===== src/rtl/sap1_run_ctrl_if.sv =====
// Bus bundle for the SAP-1 run controller: program-load stream, RAM write port,
// run/step controls, sequencer observation and status.
interface sap1_run_ctrl_if #(
    parameter int ADDR_W = 4,
    parameter int DATA_W = 8,
    parameter int CYC_W  = 16
);
    // Load stream: a byte transfers on every cycle where ld_valid && ld_ready;
    // ld_data must be stable while ld_valid is high, ld_ready never waits on ld_valid.
    logic              load_start;
    logic              ld_valid;
    logic [DATA_W-1:0] ld_data;
    logic              ld_ready;
    logic              ram_we;
    logic [ADDR_W-1:0] ram_addr;
    logic [DATA_W-1:0] ram_wdata;
    logic              run_req;
    logic              step_mode;
    logic              step_btn;
    logic [5:0]        ring;
    logic [3:0]        opcode;
    logic              cpu_en;
    logic              seq_rst;
    logic              loaded;
    logic              halted;
    logic [CYC_W-1:0]  cyc_cnt;
    logic [2:0]        dbg_state;

    modport master (
        output load_start, ld_valid, ld_data, run_req, step_mode, step_btn, ring, opcode,
        input  ld_ready, ram_we, ram_addr, ram_wdata, cpu_en, seq_rst, loaded, halted,
               cyc_cnt, dbg_state
    );

    modport slave (
        input  load_start, ld_valid, ld_data, run_req, step_mode, step_btn, ring, opcode,
        output ld_ready, ram_we, ram_addr, ram_wdata, cpu_en, seq_rst, loaded, halted,
               cyc_cnt, dbg_state
    );
endinterface


===== src/rtl/sap1_run_ctrl.sv =====
// SAP-1 run/boot controller: loads program RAM from a byte stream, then gates
// the CPU in free-run or single-step mode until HLT is seen at T4.
module sap1_run_ctrl #(
    parameter int         ADDR_W     = 4,
    parameter int         DATA_W     = 8,
    parameter logic [3:0] HLT_OPCODE = 4'hF,
    parameter int         CYC_W      = 16
) (
    input logic            clk,
    input logic            rst,
    sap1_run_ctrl_if.slave bus
);
    typedef enum logic [2:0] {
        S_IDLE, S_LOAD, S_CLEAR, S_RUN, S_STEP_WAIT, S_STEP_EXEC, S_HALT
    } state_t;

    localparam logic [5:0]        RING_T4  = 6'b001000;
    localparam logic [ADDR_W-1:0] PTR_LAST = '1;
    localparam logic [ADDR_W-1:0] PTR_ONE  = ADDR_W'(1);
    localparam logic [CYC_W-1:0]  CYC_MAX  = '1;
    localparam logic [CYC_W-1:0]  CYC_ONE  = CYC_W'(1);

    state_t            state, state_nxt;
    logic [ADDR_W-1:0] ptr, ptr_nxt;
    logic [CYC_W-1:0]  cyc_q, cyc_nxt, cyc_inc;
    logic              loaded_q, loaded_nxt;
    logic              step_q;
    logic              step_edge;
    logic              halt_hit;
    logic              accept;

    assign step_edge = bus.step_btn & ~step_q;
    // An exact compare means a non-one-hot ring can never look like T4.
    assign halt_hit  = (bus.ring == RING_T4) && (bus.opcode == HLT_OPCODE);
    assign cyc_inc   = (cyc_q == CYC_MAX) ? cyc_q : cyc_q + CYC_ONE;

    assign bus.ld_ready  = (state == S_LOAD);
    assign accept        = bus.ld_valid & bus.ld_ready;
    assign bus.ram_we    = accept;
    assign bus.ram_addr  = ptr;
    assign bus.ram_wdata = bus.ld_ready ? bus.ld_data : '0;
    assign bus.seq_rst   = (state == S_IDLE) || (state == S_LOAD) || (state == S_CLEAR);
    assign bus.cpu_en    = (state == S_RUN) || (state == S_STEP_EXEC);
    assign bus.halted    = (state == S_HALT);
    assign bus.loaded    = loaded_q;
    assign bus.cyc_cnt   = cyc_q;
    assign bus.dbg_state = state;

    always_ff @(posedge clk or posedge rst) begin
        if (rst) begin
            state    <= S_IDLE;
            ptr      <= '0;
            cyc_q    <= '0;
            loaded_q <= 1'b0;
            step_q   <= 1'b0;
        end else begin
            state    <= state_nxt;
            ptr      <= ptr_nxt;
            cyc_q    <= cyc_nxt;
            loaded_q <= loaded_nxt;
            step_q   <= bus.step_btn;
        end
    end

    always_comb begin
        state_nxt  = state;
        ptr_nxt    = ptr;
        cyc_nxt    = cyc_q;
        loaded_nxt = loaded_q;
        case (state)
            S_IDLE, S_HALT: begin
                if (bus.load_start) begin
                    state_nxt = S_LOAD;
                    ptr_nxt   = '0;
                end else if (bus.run_req) begin
                    state_nxt = S_CLEAR;
                end
            end
            S_LOAD: begin
                if (accept) begin
                    ptr_nxt = ptr + PTR_ONE;
                    if (ptr == PTR_LAST) begin
                        loaded_nxt = 1'b1;
                        state_nxt  = S_IDLE;
                    end
                end
            end
            S_CLEAR: begin
                cyc_nxt   = '0;
                state_nxt = bus.step_mode ? S_STEP_WAIT : S_RUN;
            end
            S_RUN: begin
                cyc_nxt = cyc_inc;
                if (halt_hit)           state_nxt = S_HALT;
                else if (bus.step_mode) state_nxt = S_STEP_WAIT;
            end
            // Leaving step mode takes priority, so a coincident edge is dropped.
            S_STEP_WAIT: begin
                if (!bus.step_mode)  state_nxt = S_RUN;
                else if (step_edge)  state_nxt = S_STEP_EXEC;
            end
            S_STEP_EXEC: begin
                cyc_nxt   = cyc_inc;
                state_nxt = halt_hit ? S_HALT : S_STEP_WAIT;
            end
            default: state_nxt = S_IDLE;
        endcase
    end
endmodule


===== src/flat_wrapper.sv =====
// flat-port wrapper written by rule: the top's interface ports become plain ports
module sap1_run_ctrl_flat 
#(
    parameter int         ADDR_W     = 4,
    parameter int         DATA_W     = 8,
    parameter logic [3:0] HLT_OPCODE = 4'hF,
    parameter int         CYC_W      = 16
)
  (clk, rst, bus_load_start, bus_ld_valid, bus_ld_data, bus_run_req, bus_step_mode, bus_step_btn, bus_ring, bus_opcode, bus_ld_ready, bus_ram_we, bus_ram_addr, bus_ram_wdata, bus_cpu_en, bus_seq_rst, bus_loaded, bus_halted, bus_cyc_cnt, bus_dbg_state);
  sap1_run_ctrl_if #(.ADDR_W(ADDR_W), .DATA_W(DATA_W), .CYC_W(CYC_W)) bus_i ();
  input logic clk;
  input logic rst;
  input wire logic [$bits(bus_i.load_start)-1:0] bus_load_start;
  input wire logic [$bits(bus_i.ld_valid)-1:0] bus_ld_valid;
  input wire logic [$bits(bus_i.ld_data)-1:0] bus_ld_data;
  input wire logic [$bits(bus_i.run_req)-1:0] bus_run_req;
  input wire logic [$bits(bus_i.step_mode)-1:0] bus_step_mode;
  input wire logic [$bits(bus_i.step_btn)-1:0] bus_step_btn;
  input wire logic [$bits(bus_i.ring)-1:0] bus_ring;
  input wire logic [$bits(bus_i.opcode)-1:0] bus_opcode;
  output wire logic [$bits(bus_i.ld_ready)-1:0] bus_ld_ready;
  output wire logic [$bits(bus_i.ram_we)-1:0] bus_ram_we;
  output wire logic [$bits(bus_i.ram_addr)-1:0] bus_ram_addr;
  output wire logic [$bits(bus_i.ram_wdata)-1:0] bus_ram_wdata;
  output wire logic [$bits(bus_i.cpu_en)-1:0] bus_cpu_en;
  output wire logic [$bits(bus_i.seq_rst)-1:0] bus_seq_rst;
  output wire logic [$bits(bus_i.loaded)-1:0] bus_loaded;
  output wire logic [$bits(bus_i.halted)-1:0] bus_halted;
  output wire logic [$bits(bus_i.cyc_cnt)-1:0] bus_cyc_cnt;
  output wire logic [$bits(bus_i.dbg_state)-1:0] bus_dbg_state;
  assign bus_i.load_start = bus_load_start;
  assign bus_i.ld_valid = bus_ld_valid;
  assign bus_i.ld_data = bus_ld_data;
  assign bus_i.run_req = bus_run_req;
  assign bus_i.step_mode = bus_step_mode;
  assign bus_i.step_btn = bus_step_btn;
  assign bus_i.ring = bus_ring;
  assign bus_i.opcode = bus_opcode;
  assign bus_ld_ready = bus_i.ld_ready;
  assign bus_ram_we = bus_i.ram_we;
  assign bus_ram_addr = bus_i.ram_addr;
  assign bus_ram_wdata = bus_i.ram_wdata;
  assign bus_cpu_en = bus_i.cpu_en;
  assign bus_seq_rst = bus_i.seq_rst;
  assign bus_loaded = bus_i.loaded;
  assign bus_halted = bus_i.halted;
  assign bus_cyc_cnt = bus_i.cyc_cnt;
  assign bus_dbg_state = bus_i.dbg_state;
  sap1_run_ctrl #(.ADDR_W(ADDR_W), .DATA_W(DATA_W), .HLT_OPCODE(HLT_OPCODE), .CYC_W(CYC_W)) u_core (.clk(clk), .rst(rst), .bus(bus_i));
endmodule

===== config.mk =====
export PLATFORM = sky130hd
export DESIGN_NAME = sap1_run_ctrl_flat
export DESIGN_NICKNAME = d
export VERILOG_FILES = /design/src/rtl/sap1_run_ctrl_if.sv /design/src/rtl/sap1_run_ctrl.sv /design/src/flat_wrapper.sv
export SDC_FILE = /design/constraint.sdc
export NUM_CORES = 1
export LEC_CHECK = 0
export ABC_AREA = 0
export BUFFER_PORTS_ARGS = -buffer_cell sky130_fd_sc_hd__buf_2
export CAP_MARGIN = 20
export CORE_MARGIN = 3
export CORE_UTILIZATION = 35
export CTS_CLUSTER_SIZE = 20
export DETAILED_ROUTE_END_ITERATION = 12
export SLEW_MARGIN = 20
export SYNTH_ARGS = -nofsm -noshare
export SYNTH_HDL_FRONTEND = slang
export SYNTH_SLANG_ARGS = --single-unit

===== constraint.sdc =====
create_clock -name clk -period 3.4 [get_ports clk]
set_clock_uncertainty 0.1 [all_clocks]
set_input_delay 0.17 -clock clk [delete_from_list [all_inputs] [get_ports clk]]
set_output_delay 0.17 -clock clk [all_outputs]
set_load 0.005 [all_outputs]

; After elaboration in Yosys (flattened, before gate mapping)
; Cells that the tools add are included.
; W data, S select, Z words.
[word_totals]
latch_bits = 0
ff_bits = 25
mem_count = 0
output_inout_bits = 37
ram_bits = 0
in_bits = 25
romBits = 0
elab_cells = 57
[classes]
shift = 0
mux = 17
div_mod_pow = 0
bitwise = 3
magnitude_cmp = 0
add_sub_neg = 2
multipliers = 0
eq_ne = 17
n_reduce_logical = 13
[op_table]
columns = cell, n
row1 = $pmux W16 S2, 1
row2 = $mux W3, 9
row3 = $pmux W3 S6, 1
row4 = $add A16 B1 Y16 const B, 1
row5 = $eq A16 B16 Y1 const B, 1
row6 = $mux W16, 1
row7 = $eq A3 B3 Y1 const B, 3
row8 = $eq A4 B4 Y1 const B, 2
row9 = $mux W4, 2
row10 = $mux W8, 1
row11 = $ne A2 B2 Y1 const B, 4
row12 = $pmux W4 S2, 1
row13 = $eq A3 B2 Y1 const B, 2
row14 = $eq A6 B4 Y1 const B, 1
row15 = $ne A3 B2 Y1 const B, 2
row16 = $reduce_and A3 Y1, 2
row17 = $reduce_and A5 Y1, 1
row18 = $add A4 B1 Y4 const B, 1
row19 = $reduce_bool A2 Y1, 2
row20 = $reduce_or A2 Y1, 2
row21 = $eq A3 B1 Y1 const B, 1
row22 = $logic_not A3 Y1, 1
row23 = $logic_or A1 B1 Y1, 3
row24 = $ne A3 B3 Y1 const B, 1
row25 = other kinds (5), 6

; Longest topological paths before layout
[logic_depth]
ltp_word = 5
mapped_depth = 7
ltp_nobuf = 5

; Worst setup path before layout
; OpenSTA, ideal clock, no wires.
[synth_path]
kind = register to register
startpoint = register u_core.cyc_q[0] (netlist: u_core.bus.cyc_cnt[0])
endpoint = register u_core.cyc_q[0] (netlist: u_core.bus.cyc_cnt[0])
synth_period_minus_slack_ps = 1931
required_ps = 3235
path_buffers = 1
setup_ps = 65
path_stages_with_launch = 7
setup_slack_ps = 1469
arrival_time_ps = 1766
cell_sequence = dfrtp_1 > ha_1 > nand3_2 > or4_1 > buf_2 > a21oi_4 > mux2_2
[synth_via]
elab_chain_cells = 3
elab_cells_between_ends = 6
classes_between = 1 x add/sub / 2 x eq/ne / 2 x mux / 1 x reduce/logical
[synth_rtl]
columns = element, line
row1 = start: declaration, sap1_run_ctrl.sv:25  ; logic [CYC_W-1:0] cyc_q, cyc_nxt, cyc_inc;
row2 = start signal: assignment, sap1_run_ctrl.sv:59  ; cyc_q <= cyc_nxt;
row3 = $add A16 B1 Y16 / $eq A16 B16 Y1 (equally long branches), sap1_run_ctrl.sv:35  ; assign cyc_inc = (cyc_q == CYC_MAX) ? cyc_q : cyc_q + CYC_ONE;
row4 = $mux W16 / $ne A2 B2 Y1 (equally long branches), n/a
row5 = $pmux W16 S2 / $reduce_and A2 Y1 (equally long branches), n/a
; Several ways; a longest one is shown, not always the timed one. The select of a mux whose other input is x is not followed.
; A chain may end at the register's enable or synchronous reset.

; Worst setup path in the final report
[layout_path]
startpoint = register u_core.state[1] (netlist: u_core.bus.dbg_state[1])
endpoint = output port bus_cpu_en
[layout_via]
elab_chain_cells = 2
elab_cells_between_ends = 3
classes_between = 2 x eq/ne / 1 x reduce/logical
[layout_rtl]
columns = element, line
row1 = start: declaration, sap1_run_ctrl.sv:23  ; state_t state, state_nxt;
row2 = start signal: assignment, sap1_run_ctrl.sv:57  ; state <= state_nxt;
row3 = $eq A3 B2 Y1 / $eq A3 B3 Y1 (equally long branches), sap1_run_ctrl.sv:43  ; assign bus.cpu_en = (state == S_RUN) || (state == S_STEP_EXEC);
row4 = $logic_or A1 B1 Y1 (*), sap1_run_ctrl.sv:43
row5 = end: declaration, flat_wrapper.sv:25  ; output wire logic [$bits(bus_i.cpu_en)-1:0] bus_cpu_en;
; Every way passes the cells marked *; elsewhere a longest branch is shown, timed or not.

==> impl_metrics.yaml <==
timing:
  worst_slack_ns: 0.918
  hold_viol: 0
  grt_setup_unrepaired: "no"
  layout_min_cycle_time_ns: 2.48
  tightest_slew_ns: 0.959
  fmax_mhz: 403
  finalSetupViolCount: 0
  drv_slew: 0
  max_slew_margin: 0.344
  post-route-period-util: 0.730
  final.setup.tns_ns: 0
floorplanning:
  core_area_um2: 4410
  start_util: 0.366
  die_y_um: 73.9
  fp.dieW_um: 73.9
  dieArea_um2: 5470
  row_count: 24
  ioPinCount: 62
critical_path:
  crit_path_end_kind: "primary output"
  worst_ep_arrival_time_ns: 2.21
  path_class: "reg2out"
  crit_family: "buffers and inverters"
  critPathMaxStageDelay_ns: 0.62
  worstSetupStartpointType: "register"
  crit_chain: "xor2_1 > nand2_1 > inv_1 > buf_2"
  path_buf_inv: 2
  slowest_stage: "dfrtp_1"
  cp_max_fo: 16
  worst_ep_required_time_ns: 3.13
placement:
  port_buffers: 61
  pre_cts_ws_ns: 0.967
  place_congestion: 0.916
  dp_hpwl_mm: 3.04
detailed_routing:
  drt_first_pass_iters: 4
  wl_per_cell_um: 14.4
  drc_errors: 0
  wl_mm: 4.14
  vias: 1591
  ant_nets: 0
  first_iter_violations: 129
  viasPerCell: 5.52
run_status:
  outcome: "finished clean"
clocking:
  clock_path_buffers: 2
  cts.sinks: 25
  cts_tree: "done"
  cts_resized: 0
  clock_latency_ns: 0.27
  path_clk_slew_ns: 0.09
  ctsHtreeMaxLevel: 1
  cts_root_buf: "clkbuf_8"
  cts_made_buffers: 3
synthesis:
  synthArstFlopShare: 1.00
  synthCells: 177
  synth-seq-area-share: 0.387
  syn_nets: 204
  synth_cell_types: 53
  ys_seq_elements: 25
  ys.flop_type: "dfrtp_1"
  yosys_warnings: 0
  syn_area_um2: 1620
  synth_edf_count: 0
  syn_area_per_cell_um2: 9.13
power:
  vdd_ir_drop_max_v: 0.000224
  leakagePower_nw: 1.01
  power.density_nw_per_um2: 593
final_layout:
  layout_common_cells: "buf_2 (61), dfrtp_1 (25), nand2_1 (18)"
  diodes: 0
  fin_nets: 264
  area_growth_pct: 24.2
  final_common_cell: "buf_2"
  fillCellCount: 447
  layout-drive-gt1-share: 0.326
global_routing:
  antenna_found_initial: 0
  grt_start_max_net_pins: 26
  grt.total_usage: 0.155
  overflow: 0
  grt_pass1_vias: 1486
  grt_pass1_wl_mm: 6.89
hold_path:
  min_path_type: "in2reg"
run:
  max_cap_violations: 0
## final timing paths
| check | slack [ns] | cells after the start | to | from |
|---|---|---|---|---|
| worst max register to register | 0.93 | 5 | u_core.bus.cyc_cnt[9] | u_core.bus.dbg_state[1] |
| worst min register to register | 0.39 | 1 | u_core.bus.loaded | u_core.bus.loaded |
| max in group asynchronous | 2.34 | 3 | u_core.bus.cyc_cnt[10] | rst |
| min in group asynchronous | 0.42 | 3 | u_core.bus.cyc_cnt[5] | rst |
| worst max-delay path | 0.92 | 4 | bus_cpu_en | u_core.bus.dbg_state[1] |
| worst min-delay path | 0.09 | 2 | u_core.bus.ram_addr[3] | bus_load_start |
## routing by layer
layer / track usage / up-vias / part of all wire
met4: 0.0362 / 0 / 0.0089
li1: - / 788 / -
met1: 0.223 / 755 / 0.49
met5: 0 / - / 0
met3: 0.0162 / 4 / 0.049
met2: 0.252 / 44 / 0.45
## Yosys cell counts (2+ instances only)
library cell / n / area, um^2
dfrtp_1: 25 / 626
nand2_1: 18 / 67.6
nor3_1: 9 / 45.0
and2_1: 8 / 50.1
inv_1: 8 / 30.0
nor2_1: 8 / 30.0
a31oi_1: 7 / 43.8
o21ai_0: 7 / 35.0
nand3_1: 6 / 30.0
a21oi_1: 5 / 25.0
and3_1: 4 / 25.0
mux2i_1: 4 / 40.0
nand4_1: 4 / 25.0
or3_1: 4 / 25.0
a32oi_1: 3 / 26.3
buf_4: 3 / 22.5
clkbuf_1: 3 / 11.3
nand2b_1: 3 / 18.8
nor4_1: 3 / 18.8
o211ai_1: 3 / 22.5
a31o_2: 2 / 17.5
a41oi_1: 2 / 17.5
and4_1: 2 / 17.5
buf_2: 2 / 10.0
ha_1: 2 / 25.0
nand3b_1: 2 / 15.0
nor4b_1: 2 / 17.5
o21a_1: 2 / 15.0
xor2_1: 2 / 17.5
## through the flow
| step | cells | hold WS (ns) | total power, mW | area, um^2 | utilization |
|---|---|---|---|---|---|
| final | 288 | 0.0868 | 1.19 | 2010 | 0.455 |
| after global routing | 288 | 0.106 | 1.29 | 2010 | 0.455 |
| after global placement | 282 | 0.193 | 1.01 | 1940 | 0.440 |
| after detailed placement | 282 | 0.199 | 1.01 | 1940 | 0.440 |
| after floorplan | 177 | 0.0973 | 0.842 | 1620 | - |
| after CTS | 287 | 0.0614 | 1.20 | 2000 | 0.452 |
## repair_timing
item	in CTS	in global routing
hold buffers	1	1
buffers inserted	0	0
hold endpoints to repair	1	25
## worst reg2reg max path, cell delays in order, from the launching register on
cell	delay, ns
dfrtp_1	0.62
xor2_1	0.32
nand2_1	0.35
inv_1	0.46
a21oi_4	0.12
a221o_2	0.40
## final cells by class
class,count,area (um^2),share of cell area
clock buffer,4,45.0,0.0224
inverter,8,30.0,0.0150
sequential,25,626,0.312
multi-input combinational,136,916,0.456
timing repair buffer,63,325,0.162
tap,52,65.1,0.0324
## registers in the layout, indices dropped and copies added, names as in the netlist
| register | flops |
|---|---|
| u_core.bus.cyc_cnt | 16 |
| u_core.step_q | 1 |
| u_core.bus.loaded | 1 |
| u_core.bus.ram_addr | 4 |
| u_core.bus.dbg_state | 3 |
## power by group
part | internal (mW) | total, mW | switching [mW] | leakage (nW)
registers | 0.342 | 0.437 | 0.0946 | 0.337
logic | 0.244 | 0.570 | 0.326 | 0.655
clock network | 0.0839 | 0.182 | 0.0983 | 0.0228
total | 0.670 | 1.19 | 0.519 | 1.01
## kinds of logic (layout without fill, tap and decap cells)
family	count (synthesis)	in the layout	share of synthesized area
XOR/XNOR	3	3	0.0163
multiplexers	5	5	0.0318
adder cells (fa/ha/maj)	2	2	0.0155
AND/OR/NAND/NOR	82	82	0.300
AO/OA/AOI/OAI	44	44	0.204
buffers and inverters	16	75	0.0457
flip-flops	25	25	0.387
No activity file was read; power rests on OpenSTA's default activity.
